**src/rtl/fir_decim_buffer_if.sv**
```systemverilog
// Sample stream interface for fir_decim_buffer: filtered input samples in,
// decimated samples out with a valid/ready handshake.
interface fir_decim_buffer_if #(
  parameter int unsigned DW = 8
);
  logic          din_valid;
  logic [DW-1:0] din;
  logic [DW-1:0] dout;
  logic          dout_valid;
  logic          dout_ready;

  // master: the sample source plus the downstream consumer (e.g. a bench)
  modport master (
    output din_valid,
    output din,
    output dout_ready,
    input  dout,
    input  dout_valid
  );

  // slave: the decimating buffer itself
  modport slave (
    input  din_valid,
    input  din,
    input  dout_ready,
    output dout,
    output dout_valid
  );
endinterface

```
**src/rtl/fir_decim_buffer.sv**
```systemverilog
// Keeps every DECIM-th accepted sample from fir_filter and buffers it in a
// small synchronous FIFO behind a valid/ready port, with a sticky overflow flag.
module fir_decim_buffer #(
  parameter int unsigned DW    = 8,
  parameter int unsigned DECIM = 4,
  parameter int unsigned DEPTH = 16,
  parameter int unsigned AW    = 4
) (
  input  logic                  clk,
  input  logic                  rst,
  input  logic                  en,
  input  logic                  clr_ovf,
  fir_decim_buffer_if.slave     bus,
  output logic [AW:0]           level,
  output logic                  full,
  output logic                  empty,
  output logic                  overflow
);

  localparam int unsigned PW = (DECIM > 1) ? $clog2(DECIM) : 1;
  localparam logic [PW-1:0] PHASE_LAST = PW'(DECIM - 1);
  localparam logic [AW:0]   LEVEL_MAX  = (AW + 1)'(DEPTH);

  logic [DW-1:0] mem [DEPTH];

  logic [AW-1:0] rd_ptr, rd_ptr_nxt;
  logic [AW-1:0] wr_ptr, wr_ptr_nxt;
  logic [PW-1:0] phase, phase_nxt;
  logic [AW:0]   level_nxt;
  logic          full_nxt;
  logic          empty_nxt;
  logic          overflow_nxt;

  logic accept;
  logic keep;
  logic pop;
  logic push;
  logic drop;

  // Event decode: a pop frees a slot, so a kept sample is taken even when full
  always_comb begin
    accept = en & bus.din_valid;
    keep   = accept & (phase == '0);
    pop    = ~empty & bus.dout_ready;
    push   = keep & (~full | pop);
    drop   = keep & full & ~pop;
  end

  // Decimation phase advances on every accepted sample, kept or dropped
  always_comb begin
    phase_nxt = phase;
    if (accept) begin
      if (phase == PHASE_LAST) begin
        phase_nxt = '0;
      end else begin
        phase_nxt = phase + PW'(1);
      end
    end
  end

  always_comb begin
    rd_ptr_nxt = rd_ptr;
    wr_ptr_nxt = wr_ptr;
    level_nxt  = level;
    if (push) begin
      wr_ptr_nxt = wr_ptr + AW'(1);
    end
    if (pop) begin
      rd_ptr_nxt = rd_ptr + AW'(1);
    end
    case ({push, pop})
      2'b10:   level_nxt = level + (AW + 1)'(1);
      2'b01:   level_nxt = level - (AW + 1)'(1);
      default: level_nxt = level;
    endcase
    full_nxt  = (level_nxt == LEVEL_MAX);
    empty_nxt = (level_nxt == '0);
  end

  // Set wins over clear so a drop in the clearing cycle is never lost
  always_comb begin
    overflow_nxt = overflow;
    if (drop) begin
      overflow_nxt = 1'b1;
    end else if (clr_ovf) begin
      overflow_nxt = 1'b0;
    end
  end

  always_ff @(posedge clk) begin
    if (rst) begin
      rd_ptr   <= '0;
      wr_ptr   <= '0;
      phase    <= '0;
      level    <= '0;
      full     <= 1'b0;
      empty    <= 1'b1;
      overflow <= 1'b0;
    end else begin
      rd_ptr   <= rd_ptr_nxt;
      wr_ptr   <= wr_ptr_nxt;
      phase    <= phase_nxt;
      level    <= level_nxt;
      full     <= full_nxt;
      empty    <= empty_nxt;
      overflow <= overflow_nxt;
    end
  end

  // Storage is not reset; only entries behind the valid pointers are ever read
  always_ff @(posedge clk) begin
    if (!rst && push) begin
      mem[wr_ptr] <= bus.din;
    end
  end

  assign bus.dout       = empty ? '0 : mem[rd_ptr];
  assign bus.dout_valid = ~empty;

endmodule

```
**src/flat_wrapper.sv**
```systemverilog
// flat-port wrapper written by rule: the top's interface ports become plain ports
module fir_decim_buffer_flat 
#(
  parameter int unsigned DW    = 8,
  parameter int unsigned DECIM = 4,
  parameter int unsigned DEPTH = 16,
  parameter int unsigned AW    = 4
)
  (clk, rst, en, clr_ovf, level, full, empty, overflow, bus_din_valid, bus_din, bus_dout_ready, bus_dout, bus_dout_valid);
  fir_decim_buffer_if #(.DW(DW)) bus_i ();
  input  logic clk;
  input  logic rst;
  input  logic en;
  input  logic clr_ovf;
  output logic [AW:0] level;
  output logic full;
  output logic empty;
  output logic overflow;
  input wire logic [$bits(bus_i.din_valid)-1:0] bus_din_valid;
  input wire logic [$bits(bus_i.din)-1:0] bus_din;
  input wire logic [$bits(bus_i.dout_ready)-1:0] bus_dout_ready;
  output wire logic [$bits(bus_i.dout)-1:0] bus_dout;
  output wire logic [$bits(bus_i.dout_valid)-1:0] bus_dout_valid;
  assign bus_i.din_valid = bus_din_valid;
  assign bus_i.din = bus_din;
  assign bus_i.dout_ready = bus_dout_ready;
  assign bus_dout = bus_i.dout;
  assign bus_dout_valid = bus_i.dout_valid;
  fir_decim_buffer #(.DW(DW), .DECIM(DECIM), .DEPTH(DEPTH), .AW(AW)) u_core (.clk(clk), .rst(rst), .en(en), .clr_ovf(clr_ovf), .bus(bus_i), .level(level), .full(full), .empty(empty), .overflow(overflow));
endmodule
```
**config.mk**
```make
export PLATFORM = sky130hd
export DESIGN_NAME = fir_decim_buffer_flat
export DESIGN_NICKNAME = d
export VERILOG_FILES = /design/src/rtl/fir_decim_buffer_if.sv /design/src/rtl/fir_decim_buffer.sv /design/src/flat_wrapper.sv
export SDC_FILE = /design/constraint.sdc
export NUM_CORES = 1
export LEC_CHECK = 0
export CAP_MARGIN = 20
export CORE_ASPECT_RATIO = 0.9
export CORE_MARGIN = 5
export CORE_UTILIZATION = 61
export DETAILED_ROUTE_END_ITERATION = 10
export PLACE_DENSITY = 0.78
export SLEW_MARGIN = 40
export SYNTH_ARGS = -nofsm -noshare
export SYNTH_HDL_FRONTEND = slang
export SYNTH_SLANG_ARGS = --single-unit
```
**constraint.sdc**
```tcl
create_clock -name clk -period 5.8 [get_ports clk]
set_input_delay 0.58 -clock clk [delete_from_list [all_inputs] [get_ports clk]]
set_output_delay 0.58 -clock clk [all_outputs]
set_load 0.005 [all_outputs]
```
==> run metrics, run 1 <==
kind of critical path=flop to output port; run status=finished, final reports clean; final-report hold violation count=0; data arrival time at the worst-slack endpoint=3.02 ns; average size of a mapped cell=18.41 um2; post-synthesis instance area=6150 um2; area overhead of the layout relative to synthesis=14.93%; Initial Util=63.13%; pin count of the biggest net entering global routing=33; routed length per placed instance=23.90 um; Fin Setup TNS=0 ns; standard cell area after detailed placement=6546 um2; number of filler cells placed in the layout=583; highest net fanout along the worst path=32; Synth area leader=edfxtp_1; EDFF count, synth=128; worst-path cell with the longest stage delay=dfxtp_4; final estimated routing congestion in global placement=0.7968; Fmax achieved=277.9 MHz; clock tree from TritonCTS=yes; worst ir drop on vdd=0.0001829 V; WP data required=5.22 ns; Synth Register Bits=150; synthesized netlist net count=358; first-pass GRT wire length=18110 um; drt initial violations=260; via count of the first global-routing pass=3115; total number of yosys warnings=0; distinct cell type count of the synthesized netlist=39; number of clock sinks=150; MaxCap Viol Count=0; Final Instance Area=7068 um2; series of cell instances along the critical path=mux4_1, mux4_2, and2_1, clkdlybuf4s50_1; worst-skew pair later-pin latency=0.51 ns; min cycle time layout=3.598 ns; top cell type's share of synthesized area=62.50%; number of instances in the synthesized netlist=334; share of layout cells above drive strength 1=17.41%; count leader, synth=edfxtp_1; count of vias placed by the detailed router=3094; cts hold-fix bufs=0; ratio of routed vias to standard cells=6.127; proportion of register bits with asynchronous set or reset after synthesis=0%; DRT Pass-1 Iters=4; total overflow reported by the global router=0; Slew HR=46.51%; antenna fix cells=0; clock tree skew after final layout=0.008529 ns; placement row count=34; class of the tightest hold or removal check=flop to flop; synth cell count leaders=edfxtp_1 (128), nor2_1 (35), mux4_1 (24); H-tree depth reported by CTS=4; P per Cell Area=355.1 nW/um2; Tot Pwr=2.510 mW; PortBufs=30; R2R Path Start=u_core.phase[0]; Global Route met3 Usage=5.272%; post-CTS resize count=0; Setup Fix Bufs, Post-CTS=0; combined global-route utilization of all metal layers=20.88%; nets=391; crit end category=output port; origin of the worst min-delay path=u_core.phase[1]; setup repair after global routing missed its margin=no; Setup crit start kind=flop; leakage power=2.311 nW; total I/O pin count=31; clock root buffer=clkbuf_8; post-route worst hold slack=0.4766 ns; Slew Viols, Final=0; antenna violations before repair=0; Core Util, Final=72.55%; Worst-path clk slew=0.06 ns; global-route layer with the greatest usage=met2; met2 demand-to-capacity share in global routing=33.61%; remaining antenna violation count after routing=0; DR DRC count=0; Longest Clk Path Bufs=2; most used flip-flop cell after synthesis=edfxtp_1; Total Die Area=12190 um2; die height=105.3 um; number of buffers added by the clock tree synthesis step=17; Final setup viols=0; detailed-route wire length=12070 um; fraction of the yosys area taken by sequential cells=69.66%; post-route clock period utilization=62.03%; HPWL reported at the end of detailed placement=7183 um; top area cells in the synthesized netlist=edfxtp_1 (63%), mux4_1 (10%), dfxtp_1 (7.2%), mux4_2 (5.9%), nor2_1 (2.1%); met1 track utilization from global routing=28.24%; Chip Width=115.8 um; placeable core region=9742 um2; transition time at the pin with the least slew margin=0.8023 ns; biggest cell delay along the critical path=0.71 ns
-- state kept, by name, summed over array words and instances (netlist names), named ones only --
| register | flops |
|---|---|
| u_core.full | 1 |
| u_core.overflow | 1 |
| u_core.rd_ptr | 4 |
| u_core.mem | 128 |
| u_core.phase | 2 |
| u_core.level | 5 |
| u_core.wr_ptr | 4 |
| u_core.empty | 1 |
-- layout by cell type (no fill, tap or decap), types with 3 or more instances in the layout --
cell,instances
inv_1,10
clkinv_2,5
and2_1,8
clkdlybuf4s50_1,29
nand2_1,12
nor2_2,16
dfxtp_1,20
mux4_1,24
xnor2_1,3
nor2b_1,5
a21oi_1,9
clkbuf_16,16
edfxtp_1,128
mux4_2,16
clkinv_4,3
ha_1,10
nor2_1,19
nand3b_1,3
nand3_1,4
xor2_1,7
-- worst max-delay path: cells and delay by family (launching register included) --
family | cells | cell delay, ns
buf+inv | 1 | 0.44
mux | 2 | 1.15
flops | 1 | 0.71
simple gates | 1 | 0.18
-- power breakdown --
group          total, mW  switching [mW]  internal [mW]  leakage [nW]
registers           1.25          0.0568           1.19          1.33
clock network      0.970           0.409          0.561         0.258
logic              0.292           0.114          0.178         0.721
total               2.51           0.580           1.93          2.31
-- cell type report --
cell class                      instances  area, um2  area share, %
Sequential cell                       150       4289          60.68
Multi-Input combinational cell        158       1762          24.92
Clock buffer                           17      414.1          5.859
Timing Repair Buffer                   30      295.3          4.178
Tap cell                              126      157.7          2.230
Clock inverter                         14      112.6          1.593
Inverter                               10      37.54         0.5311
-- through the flow --
stage,setup WS [ns],std cells
after floorplan,2.897,334
after global placement,2.276,474
after detailed placement,2.146,474
after CTS,2.146,505
after global routing,2.086,505
final,2.202,505
-- logic make-up after synthesis --
family / count (synthesis) / synth area share [%]
fa+ha+maj: 10 / 2.035
compound gates: 19 / 1.953
mux: 44 / 16.81
flops: 150 / 69.66
simple gates: 75 / 5.778
xor+xnor: 10 / 1.424
buf+inv: 26 / 2.340
-- path summary, 6_finish.rpt --
check                     to  slack, ns  cells after the start
max              bus_dout[7]       2.20                      4
max reg2reg      u_core.full       2.69                     13
min reg2reg  u_core.phase[1]       0.48                      2
min          u_core.phase[1]       0.48                      2
-- layer usage --
metal  routed length (um)  vias to the layer above
met1                 4967                     1583
met5                    0                        -
li1                     -                     1397
met3                  680                       16
met2                 6261                       98
met4                  161                        0
Power figures use the tool's default switching activity.
==> inputs of run 2 (changes only) <==
--- a/config.mk
+++ b/config.mk
@@ -8,9 +8,9 @@
 export CAP_MARGIN = 20
 export CORE_ASPECT_RATIO = 0.9
 export CORE_MARGIN = 5
-export CORE_UTILIZATION = 61
+export CORE_UTILIZATION = 54
 export DETAILED_ROUTE_END_ITERATION = 10
-export PLACE_DENSITY = 0.78
+export PLACE_DENSITY = 0.73
 export SLEW_MARGIN = 40
 export SYNTH_ARGS = -nofsm -noshare
 export SYNTH_HDL_FRONTEND = slang
==> constraint.sdc (replaced) <==
create_clock -name clk -period 2.9 [get_ports clk]
set_input_delay 0.29 -clock clk [delete_from_list [all_inputs] [get_ports clk]]
set_output_delay 0.29 -clock clk [all_outputs]
set_load 0.005 [all_outputs]
==> run metrics, run 2 (synthesis gave the netlist of run 1 again) <==
P per Cell Area=738.2 nW/um2; hold path depth=4; Slew Viols, Final=0; area overhead of the layout relative to synthesis=20.53%; Total Die Area=13630 um2; Slew HR=53.65%; routed length per placed instance=22.70 um; via count of the first global-routing pass=3241; clock tree skew after final layout=0.007310 ns; leakage power=2.513 nW; Worst-path clk slew=0.06 ns; number of buffers added by the clock tree synthesis step=17; Final setup viols=0; run status=finished, final reports clean; class of the tightest hold or removal check=input port to flop; die height=111.2 um; Setup crit start kind=flop; DR DRC count=0; cts hold-fix bufs=0; Initial Util=54.44%; WP data required=2.61 ns; post-route worst hold slack=0.4785 ns; combined global-route utilization of all metal layers=20.43%; Longest Clk Path Bufs=2; min cycle time layout=2.832 ns; critical register-to-register path endpoint=u_core.full; gate family responsible for the most delay along the worst path=multiplexers; detailed-route wire length=12810 um; nets=419; data arrival time at the worst-slack endpoint=2.54 ns; worst ir drop on vdd=0.0003690 V; count of vias placed by the detailed router=3246; H-tree depth reported by CTS=4; HPWL reported at the end of detailed placement=7370 um; post-route clock period utilization=97.66%; ratio of routed vias to standard cells=5.755; remaining antenna violation count after routing=0; origin of the worst min-delay path=clr_ovf; worst-skew pair later-pin latency=0.42 ns; kind of critical path=flop to output port; final-report hold violation count=0; antenna violations before repair=0; biggest regs=u_core.mem x128, u_core.level x5; Fmax achieved=353.1 MHz; register bank with the most flops=u_core.mem; placement row count=37; highest net fanout along the worst path=8; number of filler cells placed in the layout=756; series of cell instances along the critical path=buf_12, buf_16, mux4_1, mux4_2, and2_1, dlygate4sd2_1; PortBufs=30; transition time at the pin with the least slew margin=0.6943 ns; biggest cell delay along the critical path=0.56 ns; number of clock sinks=150; worst-path cell with the longest stage delay=mux4_1; antenna fix cells=0; crit end category=output port; non-filler instance count after layout=564; Chip Width=122.5 um; clock root buffer=clkbuf_16; R2R Path Start=u_core.phase[0]; total overflow reported by the global router=0; Largest register FFs=128; Core Util, Final=65.62%; final estimated routing congestion in global placement=0.7596; total I/O pin count=31; reg-to-reg slack, setup=0.33 ns; Post-Place Setup Slack=0.03489 ns; commonest non-fill, non-tap cell in the layout=edfxtp_1; MaxCap Viol Count=0; first-pass GRT wire length=19680 um; worst min-delay path endpoint=u_core.overflow; DRT Pass-1 Iters=5; clock tree from TritonCTS=yes; setup slack after layout=0.06774 ns; pin count of the biggest net entering global routing=33; drt initial violations=364; share of layout cells above drive strength 1=20.59%; reg2reg path depth=13; placeable core region=11300 um2; post-placement cell count=527; top library cells by usage in the layout, fill and taps aside=edfxtp_1 (128), nor2_1 (35), mux4_2 (25), clkdlybuf4s50_1 (22); Worst Path Buf+Inv=3
==> run 2: final cells by class <==
| cell class | instances | area [um2] | share of cell area [%] |
|---|---|---|---|
| timing repair buffer | 58 | 596.8 | 8.052 |
| clock buffer | 21 | 440.4 | 5.942 |
| sequential | 150 | 4288 | 57.85 |
| clock inverter | 11 | 156.4 | 2.110 |
| multi-input combinational | 158 | 1698 | 22.91 |
| tap | 156 | 195.2 | 2.633 |
| inverter | 10 | 37.54 | 0.5064 |
==> run 2: repair_timing <==
action,CTS,global route
buffers inserted,3,0
cloned,3,0
gates resized for setup,23,4
endpoints found under the setup margin,8,7
==> run 2: tightest hold or removal path, cell delays in order <==
cell             delay, ns
clkdlybuf4s50_1       0.39
inv_1                 0.05
a2bb2oi_1             0.05
nor2_1                0.07
==> run 2: layer usage <==
metal  global-route usage [%]  wire [um]
met5                        0          0
met4                    6.791        187
met3                    5.357        759
met2                    31.36       6317
met1                    28.68       5541
==> run 2: stage by stage <==
| stage | power, mW | instance area [um2] | TNS [ns] |
|---|---|---|---|
| 2_1_floorplan | 2.911 | 6150 | 0 |
| 3_3_place_gp | 3.149 | 6738 | 0 |
| 3_5_place_dp | 3.169 | 6738 | 0 |
| 4_1_cts | 5.505 | 7435 | 0 |
| 5_1_grt | 5.665 | 7412 | -0.01822 |
| 6_report | 5.471 | 7412 | 0 |
==> run 2: worst max-delay path by stage <==
| stage | from | end | slack [ns] | cells past startpoint |
|---|---|---|---|---|
| floorplan | u_core.phase[0] | u_core.full | 0.11 | 14 |
| global placement | bus_dout_ready | u_core.full | 0.18 | 12 |
| detailed placement | bus_dout_ready | u_core.full | 0.03 | 12 |
| CTS | flop | bus_dout[6] | 0.02 | 7 |
| global route | u_core.phase[0] | u_core.full | -0.02 | 13 |
| finish | flop | bus_dout[7] | 0.07 | 6 |
==> run 2: where the power goes <==
group	total (mW)	internal (mW)	switching [mW]	leakage, nW
clock	2.24	1.43	0.809	0.284
combinational	0.790	0.452	0.338	0.899
sequential	2.45	2.38	0.0626	1.33
total	5.47	4.26	1.21	2.51
